$ cat config.mk
export PLATFORM = sky130hd
export DESIGN_NAME = booth_digit_decoder_flat
export DESIGN_NICKNAME = d
export VERILOG_FILES = /design/src/rtl/booth_digit_if.sv /design/src/rtl/booth_digit_decoder.sv /design/src/flat_wrapper.sv
export SDC_FILE = /design/constraint.sdc
export NUM_CORES = 1
export LEC_CHECK = 0
export CORE_UTILIZATION = 35
export DETAILED_ROUTE_END_ITERATION = 6
export DONT_BUFFER_PORTS = 1
export HOLD_SLACK_MARGIN = 0.12
export MAX_ROUTING_LAYER = met4
export PLACE_DENSITY_LB_ADDON = 0.15
export SYNTH_ARGS = -nofsm -noshare
export SYNTH_HDL_FRONTEND = slang
export SYNTH_SLANG_ARGS = --single-unit
$ cat constraint.sdc
create_clock -name clk -period 3.8 [get_ports clk]
set_input_delay 0.57 -clock clk [delete_from_list [all_inputs] [get_ports clk]]
set_output_delay 0.57 -clock clk [all_outputs]
set_load 0.1 [all_outputs]
$ cat src/rtl/booth_digit_if.sv
// rtl/booth_digit_if.sv - digit-in / word-out handshake bundle for the Booth digit decoder
interface booth_digit_if #(
    parameter int WIDTH = 16
);
    localparam int NUM_DIGITS = WIDTH / 2;
    localparam int CW         = $clog2(NUM_DIGITS) + 1;

    logic             digit_valid;
    logic             digit_ready;
    logic [2:0]       digit_code;
    logic             digit_last;
    logic             value_valid;
    logic             value_ready;
    logic [WIDTH-1:0] value;
    logic             err_continuity;
    logic             err_framing;
    logic [CW-1:0]    digit_count;

    modport master (
        output digit_valid, digit_code, digit_last, value_ready,
        input  digit_ready, value_valid, value, err_continuity, err_framing, digit_count
    );

    modport slave (
        input  digit_valid, digit_code, digit_last, value_ready,
        output digit_ready, value_valid, value, err_continuity, err_framing, digit_count
    );
endinterface

$ cat src/rtl/booth_digit_decoder.sv
// rtl/booth_digit_decoder.sv - rebuilds a two's-complement word from radix-4 Booth triplets, LSD first
module booth_digit_decoder #(
    parameter int WIDTH = 16
) (
    input logic          clk,
    input logic          rst_n,
    booth_digit_if.slave bus
);
    localparam int NUM_DIGITS = WIDTH / 2;
    localparam int CW         = $clog2(NUM_DIGITS) + 1;

    typedef enum logic {COLLECT, HOLD} state_t;

    state_t           state;
    logic [WIDTH+1:0] acc;
    logic [CW-1:0]    idx;
    logic             prev_b2;

    logic             digit_ready_r;
    logic             value_valid_r;
    logic [WIDTH-1:0] value_r;
    logic             err_continuity_r;
    logic             err_framing_r;
    logic [CW-1:0]    digit_count_r;

    logic [2:0]       d;
    logic [WIDTH+1:0] d_ext;
    logic [WIDTH+1:0] acc_next;
    logic             transfer;
    logic             at_last;
    logic             mismatch;

    // Two's-complement arithmetic mod 2^(WIDTH+2) matches the signed accumulation.
    always_comb begin
        d        = 3'(bus.digit_code[1]) + 3'(bus.digit_code[0])
                 - (bus.digit_code[2] ? 3'd2 : 3'd0);
        d_ext    = {{(WIDTH-1){d[2]}}, d};
        acc_next = acc + (d_ext << {idx, 1'b0});
        transfer = bus.digit_valid && digit_ready_r;
        at_last  = (idx == CW'(NUM_DIGITS - 1));
        mismatch = (bus.digit_code[0] != prev_b2);
    end

    always_ff @(posedge clk or negedge rst_n) begin
        if (!rst_n) begin
            state            <= COLLECT;
            acc              <= '0;
            idx              <= '0;
            prev_b2          <= 1'b0;
            digit_ready_r    <= 1'b1;
            value_valid_r    <= 1'b0;
            value_r          <= '0;
            err_continuity_r <= 1'b0;
            err_framing_r    <= 1'b0;
            digit_count_r    <= '0;
        end else begin
            case (state)
                COLLECT: begin
                    if (transfer) begin
                        acc           <= acc_next;
                        idx           <= idx + 1'b1;
                        prev_b2       <= bus.digit_code[2];
                        digit_count_r <= digit_count_r + 1'b1;
                        if (mismatch)
                            err_continuity_r <= 1'b1;
                        // Either a full word or an early last closes the word.
                        if (at_last || bus.digit_last) begin
                            state         <= HOLD;
                            digit_ready_r <= 1'b0;
                            value_valid_r <= 1'b1;
                            value_r       <= acc_next[WIDTH-1:0];
                            err_framing_r <= (bus.digit_last != at_last);
                        end
                    end
                end
                HOLD: begin
                    if (bus.value_ready) begin
                        state            <= COLLECT;
                        acc              <= '0;
                        idx              <= '0;
                        prev_b2          <= 1'b0;
                        digit_ready_r    <= 1'b1;
                        value_valid_r    <= 1'b0;
                        err_continuity_r <= 1'b0;
                        err_framing_r    <= 1'b0;
                        digit_count_r    <= '0;
                    end
                end
                default: state <= COLLECT;
            endcase
        end
    end

    assign bus.digit_ready    = digit_ready_r;
    assign bus.value_valid    = value_valid_r;
    assign bus.value          = value_r;
    assign bus.err_continuity = err_continuity_r;
    assign bus.err_framing    = err_framing_r;
    assign bus.digit_count    = digit_count_r;
endmodule

$ cat src/flat_wrapper.sv
// flat-port wrapper written by rule: the top's interface ports become plain ports
module booth_digit_decoder_flat 
#(
    parameter int WIDTH = 16
)
  (clk, rst_n, bus_digit_valid, bus_digit_code, bus_digit_last, bus_value_ready, bus_digit_ready, bus_value_valid, bus_value, bus_err_continuity, bus_err_framing, bus_digit_count);
  booth_digit_if #(.WIDTH(WIDTH)) bus_i ();
  input logic clk;
  input logic rst_n;
  input wire logic [$bits(bus_i.digit_valid)-1:0] bus_digit_valid;
  input wire logic [$bits(bus_i.digit_code)-1:0] bus_digit_code;
  input wire logic [$bits(bus_i.digit_last)-1:0] bus_digit_last;
  input wire logic [$bits(bus_i.value_ready)-1:0] bus_value_ready;
  output wire logic [$bits(bus_i.digit_ready)-1:0] bus_digit_ready;
  output wire logic [$bits(bus_i.value_valid)-1:0] bus_value_valid;
  output wire logic [$bits(bus_i.value)-1:0] bus_value;
  output wire logic [$bits(bus_i.err_continuity)-1:0] bus_err_continuity;
  output wire logic [$bits(bus_i.err_framing)-1:0] bus_err_framing;
  output wire logic [$bits(bus_i.digit_count)-1:0] bus_digit_count;
  assign bus_i.digit_valid = bus_digit_valid;
  assign bus_i.digit_code = bus_digit_code;
  assign bus_i.digit_last = bus_digit_last;
  assign bus_i.value_ready = bus_value_ready;
  assign bus_digit_ready = bus_i.digit_ready;
  assign bus_value_valid = bus_i.value_valid;
  assign bus_value = bus_i.value;
  assign bus_err_continuity = bus_i.err_continuity;
  assign bus_err_framing = bus_i.err_framing;
  assign bus_digit_count = bus_i.digit_count;
  booth_digit_decoder #(.WIDTH(WIDTH)) u_core (.clk(clk), .rst_n(rst_n), .bus(bus_i));
endmodule
# Word-level counts from Yosys, hierarchy flattened

Index checks and enable logic that the tools add are counted.

Bits in registers: 48
Bits of input ports: 8
Output and inout bits: 24
Word-level logic and storage cells: 59

Add/subtract/negate cells: 5
Eq/ne operators: 7
Shift operators: 1
Mux-type cells: 29
Bitwise logic cells: 1
Reductions and logical operators: 6

Operators by type and width:

| operator              | count |
|---|---|
| $mux W18              | 2 |
| $pmux W18 S2          | 1 |
| $add A18 B18 Y18      | 1 |
| $shl A18 B5 Y18       | 1 |
| $pmux W4 S2           | 2 |
| $mux W1               | 14 |
| $mux W4               | 3 |
| $pmux W1 S2           | 6 |
| $reduce_and A3 Y1     | 3 |
| $add A4 B1 Y4 const B | 2 |
| $ne A2 B1 Y1 const B  | 3 |
| $eq A4 B3 Y1 const B  | 1 |
| $sub A3 B3 Y3         | 1 |
| $add A1 B1 Y2         | 1 |
| $mux W2               | 1 |
| $ne A1 B1 Y1          | 2 |
| $ne A2 B2 Y1 const B  | 1 |
| $reduce_and A2 Y1     | 1 |
| $logic_and A1 B1 Y1   | 1 |
| $logic_or A1 B1 Y1    | 1 |
| $not A1 Y1            | 1 |

# Logic depth before layout (Yosys ltp)

Gate-level depths: netlist of the first run.

Word-level depth: 6
Gate-level depth with buffers: 14
Gate-level depth less buffers: 13

# Worst setup path before layout of the first run

OpenSTA, ideal clock, no wires.

Path kind: input-to-reg
Start: input port bus_digit_code[0]
End: register u_core.value_r[14] (netlist: u_core.bus.value[14])
Library setup time: 0.080 ns
Data arrival time: 3.141 ns
Required time: 3.720 ns
Setup slack: 0.579 ns
Stages: 14
Buffers on the path: 1
Path through: ha_1 inv_1 ha_1 clkbuf_1 nor2b_1 a21oi_1 nor3_1 ha_1 a21o_1 a221oi_2 o31ai_4 a21oi_2 mux2_4 o22ai_2

Longest elaborated chain between the ends: 4

Ends and longest elaborated chain:

| what                 | RTL line                  | source |
|---|---|---|
| from (decl)          | flat_wrapper.sv:11        | `input wire logic [$bits(bus_i.digit_code)-1:0] bus_digit_code;` |
| $add A1 B1 Y2        | booth_digit_decoder.sv:35 | `d = 3'(bus.digit_code[1]) + 3'(bus.digit_code[0])` |
| $sub A3 B3 Y3        | booth_digit_decoder.sv:36 | `- (bus.digit_code[2] ? 3'd2 : 3'd0);` |
| $shl A18 B5 Y18      | booth_digit_decoder.sv:38 | `acc_next = acc + (d_ext << {idx, 1'b0});` |
| $add A18 B18 Y18     | booth_digit_decoder.sv:38 |  |
| to (signal assigned) | booth_digit_decoder.sv:71 | `value_r <= acc_next[WIDTH-1:0];` |
| to (decl)            | booth_digit_decoder.sv:21 | `logic [WIDTH-1:0] value_r;` |

No other way between the ends.
A chain may end at the register's enable or synchronous reset.

# Worst setup path in the final report of the first run

Ends and elaborated chain as after synthesis.

==> flow_results.org, run 1 <==
** Final layout
- The layout has 793 filler cells.
- Post-route design area :: 0.003019 mm2
- The library cell used most frequently in the layout, excluding fill and tap cells, is nand2_1.
- Of the cells placed in the final design, the portion with a size suffix greater than 1 is 6.752%.
- The finished layout holds 413 standard cells, fillers aside.
- The number of antenna diodes in the final layout is 0.
- The top cell types in the final layout, fill and taps aside, are nand2_1 (48), dfrtp_1 (45), o21ai_0 (33), nand3_1 (27), a21oi_1 (21).
- Synth-to-Final Area Change :: 7.579%
- After the last flow step, the layout net total stands at 339.

** Timing
- Slew HR :: 34.21%
- Pins Over Slew Limit :: 0
- Actual slew at the worst max-slew pin :: 986.8 ps
- Derived from the worst setup path, the maximum achievable clock frequency is 320.5 MHz.
- Final min period :: 3121 ps
- Maximum clock skew at final layout :: 12.34 ps
- The hold violation count in the final report is 0.
- Setup violations remaining at the end of the flow were counted as 0.
- Final-layout setup total negative slack :: 0 ps
- RSZ-0062 raised after global routing :: no
- After layout, the worst path uses 82.12% of the clock period.

** Critical path
- Nature of the critical path startpoint :: primary input
- Data on the critical path arrives at its endpoint at 3350 ps.
- For this run, the slowest stage of the critical path takes 430 ps.
- Worst Setup Path Type :: primary input to register
- Worst setup EP type :: register
- Critical path's slowest cell :: a221oi_2
- CP required :: 4030 ps
- Register-to-register setup slack :: 710 ps
- The worst register-to-register path ends at u_core.bus.value[14].
- For the worst flop-to-flop path, the logic depth is 10.
- The startpoint identified for the worst register-to-register timing path is u_core.idx[0].
- Cell breakdown of the critical path :: ha_1 > nor2b_1 > nor2b_1 > ha_1 > fa_1 > a21o_1 > a221oi_2 > o31ai_4 > a21oi_2 > mux2_4 > o22ai_2
- In this run the worst path has a maximum fanout of 5.

** Global routing
- Via count of the first global-routing pass :: 2150
- Global routing used 16.68% of the available tracks across all layers.
- Largest net degree at the start of global routing :: 47
- Global routing finished with a remaining overflow of 0.
- Global-route wire length before repair :: 10840 um
- The number of antenna violations at the first check in global routing came to 0.

** Yosys
- For this run, the leading register cell type out of synthesis is dfrtp_1.
- Counting every instance in the synthesized netlist gives 316.
- By area the synthesized netlist is led by dfrtp_1 (40%), ha_1 (8.9%), nand2_1 (6.4%).
- Area leader, netlist :: dfrtp_1
- Warnings, synthesis :: 0
- Post-Synthesis Net Count :: 345
- Cell Area, Synth :: 0.002806 mm2
- Register area share after synthesis :: 41.06%
- Average size of a mapped cell :: 8.881 um2
- After synthesis, the netlist uses 41 different library cells.
- The synthesized design contains 0 enable-type register cells.
- After synthesis, the largest area contributor takes up 40.12% of total cell area.
- The synthesized design contains 46 register bits.
- Synth async-reset ratio :: 100.0%

** Place
- DP HPWL :: 4327 um
- Quantity of I/O buffers inserted on ports :: 0
- At the end of routability-driven placement, the weighted congestion stood at 0.8515.
- Placed cell count :: 403
- Summing all placed instances gives a cell area of 0.002890 mm2.

** Detailed routing
- Initial DRT Pass Iterations :: 4
- DRC viols :: 0
- After detailed routing, the average wire length per cell comes to 14.90 um.
- Remaining antenna violation count :: 0
- Number of vias per cell after detailed routing :: 5.218
- After detailed routing, the total wire length is 6152 um.
- Initial DRC count :: 104
- The final route contains 2155 vias.

** CTS
- The later pin in the worst-skew pair is clocked with a latency of 300 ps.
- The tree is rooted in a clkbuf_8.
- Hold-fix buffers, CTS :: 2
- The number of clock buffers added by TritonCTS is 5.
- Number of sinks handled by clock tree synthesis :: 46
- TritonCTS built the clock tree.
- No sink is reached through more buffers than the 2 on the longest clock path.
- Post-CTS Setup Inserts :: 0
- Quantity of gates resized following cts :: 0
- Register clock-pin slew on the reported worst setup and hold paths :: 90 ps
- Maximum level of the CTS H-tree :: 2

** Job
- Maximum Capacitance Violations :: 0

** Hold path
- Worst hold-check path type :: primary input to register
- Endpoint of the worst hold path :: u_core.state
- Along the worst hold path, the cell count comes to 1.
- The worst hold path begins at bus_value_ready.

** Floorplan
- In this run the vertical extent of the chip is 91.55 um.
- The die is 91.55 um wide.
- Once the floorplan was initialized, standard cells occupied 36.32% of the core.
- In this run the count of I/O pins placed on the die edge is 32.
- The floorplan step defined a die boundary enclosing 0.008380 mm2.
- Core Region :: 0.007727 mm2
- The floorplan has 32 rows.

** Status
- The run finished with clean final reports.
-- synth_stat cells (2+ instances only) --
library cell  number
a211oi_1           4
a21o_1             6
a21oi_1           21
a31oi_1            3
and2_1             2
and3_1             5
buf_2              2
clkbuf_1          16
dfrtp_1           45
ha_1              20
inv_1              3
mux2i_1            3
nand2_1           48
nand2b_1           6
nand3_1           27
nand3b_1           2
nand4_1            2
nor2_1            18
nor2b_1            4
nor3_1             4
o211ai_1           2
o21a_1             4
o21ai_0           33
o21ai_1            2
o22ai_2            2
xnor2_1            8
xor2_1            10
-- state kept, by name, indices dropped and copies added (netlist names) --
register,cells
u_core.bus.digit_count,4
u_core.bus.err_continuity,1
u_core.acc,16
u_core.prev_b2,1
u_core.bus.value,16
u_core.state,1
u_core.bus.value_valid,1
u_core.bus.err_framing,1
u_core.idx,4
u_core.bus.digit_ready,1
-- area by class of cell --
class                      count  area, um2  share of cell area, %
multi-input combinational    248       1569                  51.97
clock buffer                   7      86.33                  2.860
tap                          102      127.6                  4.227
sequential                    46       1152                  38.17
clock inverter                 1      5.005                 0.1658
timing repair buffer           6      67.56                  2.238
inverter                       3      11.26                 0.3730
-- worst max-delay path by stage --
stage	to	start	depth (start not counted)
2_1_floorplan	u_core.bus.value[14]	bus_digit_code[0]	14
3_3_place_gp	u_core.bus.value[14]	bus_digit_code[0]	11
3_5_place_dp	u_core.bus.value[14]	bus_digit_code[0]	11
4_1_cts	u_core.acc[13]	u_core.idx[1]	9
5_1_grt	u_core.acc[13]	u_core.idx[1]	9
6_report	u_core.bus.value[14]	bus_digit_code[0]	11
-- cell families after synthesis --
| logic type | after synthesis | share of synthesized area (%) |
|---|---|---|
| compound gates | 85 | 19.48 |
| xor+xnor | 18 | 5.617 |
| fa+ha+maj | 21 | 9.630 |
| buf+inv | 22 | 3.032 |
| flops | 46 | 41.06 |
| mux | 4 | 1.605 |
| simple gates | 120 | 19.57 |
-- through the flow --
stage	setup slack, ps	hold WS (ps)	util [%]
floorplan	578.6	274.4	-
global placement	407.4	276.2	37.40
detailed placement	378.7	276.1	37.40
CTS	666.0	362.6	39.07
global route	354.4	363.5	39.07
finish	679.4	373.1	39.07
-- metal layers --
metal	global-route usage [%]	vias up	part of all wire (%)
met5	-	-	0
met4	4.233	0	0.75
met3	3.769	5	3.9
met2	25.56	41	45
met1	22.26	1013	50
li1	-	1096	-
-- critical path, delay by kind of cell --
family	cells	cell delay (ps)
AO/OA/AOI/OAI	5	1090
adder cells (fa/ha/maj)	3	980
multiplexers	1	320
AND/OR/NAND/NOR	2	380
Power of run 1 is not shown: default switching activity piles up to over one toggle a cycle in this logic, so the estimate is an artifact.
==> run 2, diff against run 1 <==
==> constraint.sdc (replaced) <==
create_clock -name clk -period 3.2 [get_ports clk]
set_input_delay 0.48 -clock clk [delete_from_list [all_inputs] [get_ports clk]]
set_output_delay 0.48 -clock clk [all_outputs]
set_load 0.1 [all_outputs]
==> run 2 against run 1 <==
Against the previous run: critical path depth decreased by 1; wire length increased by 3.1%; clock skew decreased by 2.2 ps; count of clock-buffer cells in the layout unchanged; core utilization increased by 0.97 points; sequential share of layout area decreased by 0.93 points; highest routed layer unchanged; setup slack got worse by 400 ps; worst hold slack got worse by 94 ps.
==> flow_results.org, run 2 (synthesized netlist as in run 1, its figures left out) <==
** Critical path
- The family with the most delay on the worst path was compound AO/OA/AOI/OAI gates (unchanged).
- The critical path launch point type is a register (was primary input).
- Data arrival time of the critical path :: 3090 ps (was 3350 ps)
- Cell breakdown of the critical path :: or3_1 > nor3_1 > ha_1 > a211oi_1 > o21bai_2 > o2111ai_1 > buf_4 > o211ai_1 > xnor2_1 > o21ai_0 (was ha_1 > nor2b_1 > nor2b_1 > ha_1 > fa_1 > a21o_1 > a221oi_2 > o31ai_4 > a21oi_2 > mux2_4 > o22ai_2)
- Delay of the slowest critical-path stage :: 440 ps (was 430 ps)
- Highest fanout seen on the critical path :: 4 (was 5)
- CP required :: 3370 ps (was 4030 ps)
- Worst reg2reg startpoint :: u_core.idx[3] (was u_core.idx[0])
- The type of the worst setup path was register to register (was primary input to register).
- CP endpoint :: u_core.acc[15] (was u_core.bus.value[14])
- The launching element of the worst setup path was u_core.idx[3] (was bus_digit_code[0]).
- Register-to-register setup slack :: 280 ps (was 710 ps)
- Critical path's slowest cell :: or3_1 (was a221oi_2)
- Depth of the critical timing path with buffers and inverters included :: 10 (was 11)
- The terminus of the critical flop-to-flop path is u_core.acc[15] (was u_core.bus.value[14]).
- The number of buffers and inverters on the critical path was 1 (was 0).
- The type of element capturing the critical path is a register (unchanged).
- Cells on worst reg2reg path :: 10 (unchanged)

** Detailed routing
- Overall routed net length :: 6342 um (was 6152 um)
- Number of vias in the routed layout :: 2206 (was 2155)
- The count of nets left with antenna violations after detail routing is 0 (unchanged).
- The remaining design rule violation count was 0 (unchanged).
- Final routed wire length divided by cell count :: 14.96 um (was 14.90 um)
- Initial DRC count :: 84 (was 104)
- The number of search-and-repair iterations in the first detailed-routing pass was 4 (unchanged).
- The number of vias per cell after detailed routing is 5.203 (was 5.218).

** Timing
- The hold violation count in the final report came to 0 (unchanged).
- Final critical-path share of the clock period :: 91.27%
- RSZ-0062 raised after global routing: no (unchanged).
- The hold slack is 278.7 ps (was 373.1 ps).
- Final min period :: 2921 ps
- Final setup fails :: 0 (unchanged)
- The minimum setup slack in the final design is 279.4 ps (was 679.4 ps).
- Based on the critical path, the design can be clocked at up to 342.4 MHz.
- Maximum clock skew at final layout :: 10.18 ps (was 12.34 ps)
- Final-layout setup total negative slack :: 0 ps (unchanged)
- The measured slew at the worst slew-check pin is 980.1 ps (was 986.8 ps).
- The relative slew slack is 34.66% (was 34.21%).
- The final count of pins violating max slew came to 0 (unchanged).

** CTS
- Later-pin clock latency in the skew report :: 300 ps (about the same)
- The clock tree root driver cell is clkbuf_8 (unchanged).
- Post-CTS Setup Inserts :: 0 (unchanged)
- Maximum level of the CTS H-tree :: 2 (unchanged)
- The post-cts gate resize count was 0 (unchanged).
- Worst-case clock buffer depth :: 2 (unchanged)
- Hold-fix buffers, CTS :: 2 (unchanged)
- Number of buffers created by CTS :: 5 (unchanged)
- The clock-pin slew reported for the worst setup and hold paths after clock tree synthesis was 90 ps (about the same).
- The CTS tree was built (unchanged).
- The number of clock sinks seen by CTS was 46 (unchanged).

** Status
- Status: complete, no violations (unchanged).

** Global routing
- Via count of the first global-routing pass :: 2166 (was 2150)
- The total global routing track utilization was 16.70% (was 16.68%).
- The first-pass GRT wire length came to 10780 um (was 10840 um).
- Global route overflow :: 0 (unchanged)
- The pin count of the biggest net entering global routing was 47 (unchanged).
- Antenna violations before repair :: 0 (unchanged)

** Place
- The count of input and output buffers came to 0 (unchanged).
- GPL Wtd Cong :: 0.8062 (was 0.8515)
- The sum of net half-perimeters after detailed placement is 4477 um (was 4327 um).
- The pre-CTS worst setup slack was 41.66 ps (was 378.7 ps).

** Floorplan
- Initial Util :: 36.32% (unchanged)
- The die outline area is 0.008380 mm2 (unchanged).
- Die height :: 91.55 um (unchanged)
- The total number of placement rows was 32 (unchanged).
- Core Region :: 0.007727 mm2 (unchanged)
- Horizontal die dimension :: 91.55 um (unchanged)
- Boundary pin count :: 32 (unchanged)

** Final layout
- The proportion of layout cells with a drive suffix above 1 came to 9.627% (was 6.752%).
- N_diodes :: 0 (unchanged)
- The area growth from synthesis to final layout was 10.25% (was 7.579%).
- The leading cell type in the layout, fill and taps excluded was nand2_1 (unchanged).
- Most frequent cells in the layout :: nand2_1 (48), dfrtp_1 (45), o21ai_0 (33), nand3_1 (27), a21oi_1 (21) (unchanged)
- Final core occ :: 40.04% (was 39.07%)
- The final layout net count was 350 (was 339).

** Hold path
- Worst hold-check path type :: primary input to register (unchanged)
- The cell depth of the worst min-delay path is 1 (unchanged).

** Job
- The reported max-cap violation count came to 0 (unchanged).
## run 2: cell type report
cell class / count / area [um2]
multi-input combinational: 248 / 1569
sequential: 46 / 1152
clock inverter: 1 / 7.507
timing repair buffer: 17 / 150.1
tap: 102 / 127.6
inverter: 3 / 11.26
clock buffer: 7 / 76.32
fill: 788 / 4633
## run 2: worst min-delay path by stage
| stage | from | endpoint | slack (ps) |
|---|---|---|---|
| after floorplan | rst_n | u_core.acc[0] | 180 |
| after global placement | rst_n | u_core.bus.value_valid | 190 |
| after detailed placement | rst_n | u_core.bus.value_valid | 190 |
| after CTS | bus_value_ready | u_core.state | 270 |
| after global routing | bus_value_ready | u_core.state | 260 |
| final | bus_value_ready | u_core.state | 280 |
## run 2: layer usage
metal | wire length [um] | up-vias | track usage (%) | share of wire (%)
met1 | 3162 | 1038 | 21.84 | 50
met4 | 63 | 0 | 4.365 | 0.99
li1 | - | 1125 | - | -
met5 | 0 | - | - | 0
met3 | 205 | 7 | 3.015 | 3.2
met2 | 2912 | 36 | 26.63 | 46
## run 2: stage by stage
step | cell area [um2] | cells
6_report | 3094 | 424
5_1_grt | 3094 | 424
4_1_cts | 3094 | 424
3_5_place_dp | 2973 | 414
3_3_place_gp | 2973 | 414
2_1_floorplan | 2806 | 316
## run 2: worst reg2reg max path: stages, from the launching register on
cell,delay (ps)
dfrtp_1,390
or3_1,440
nor3_1,320
ha_1,320
a211oi_1,320
o21bai_2,140
o2111ai_1,230
buf_4,170
o211ai_1,140
xnor2_1,220
o21ai_0,100
Power of run 2 is left out for the same reason.
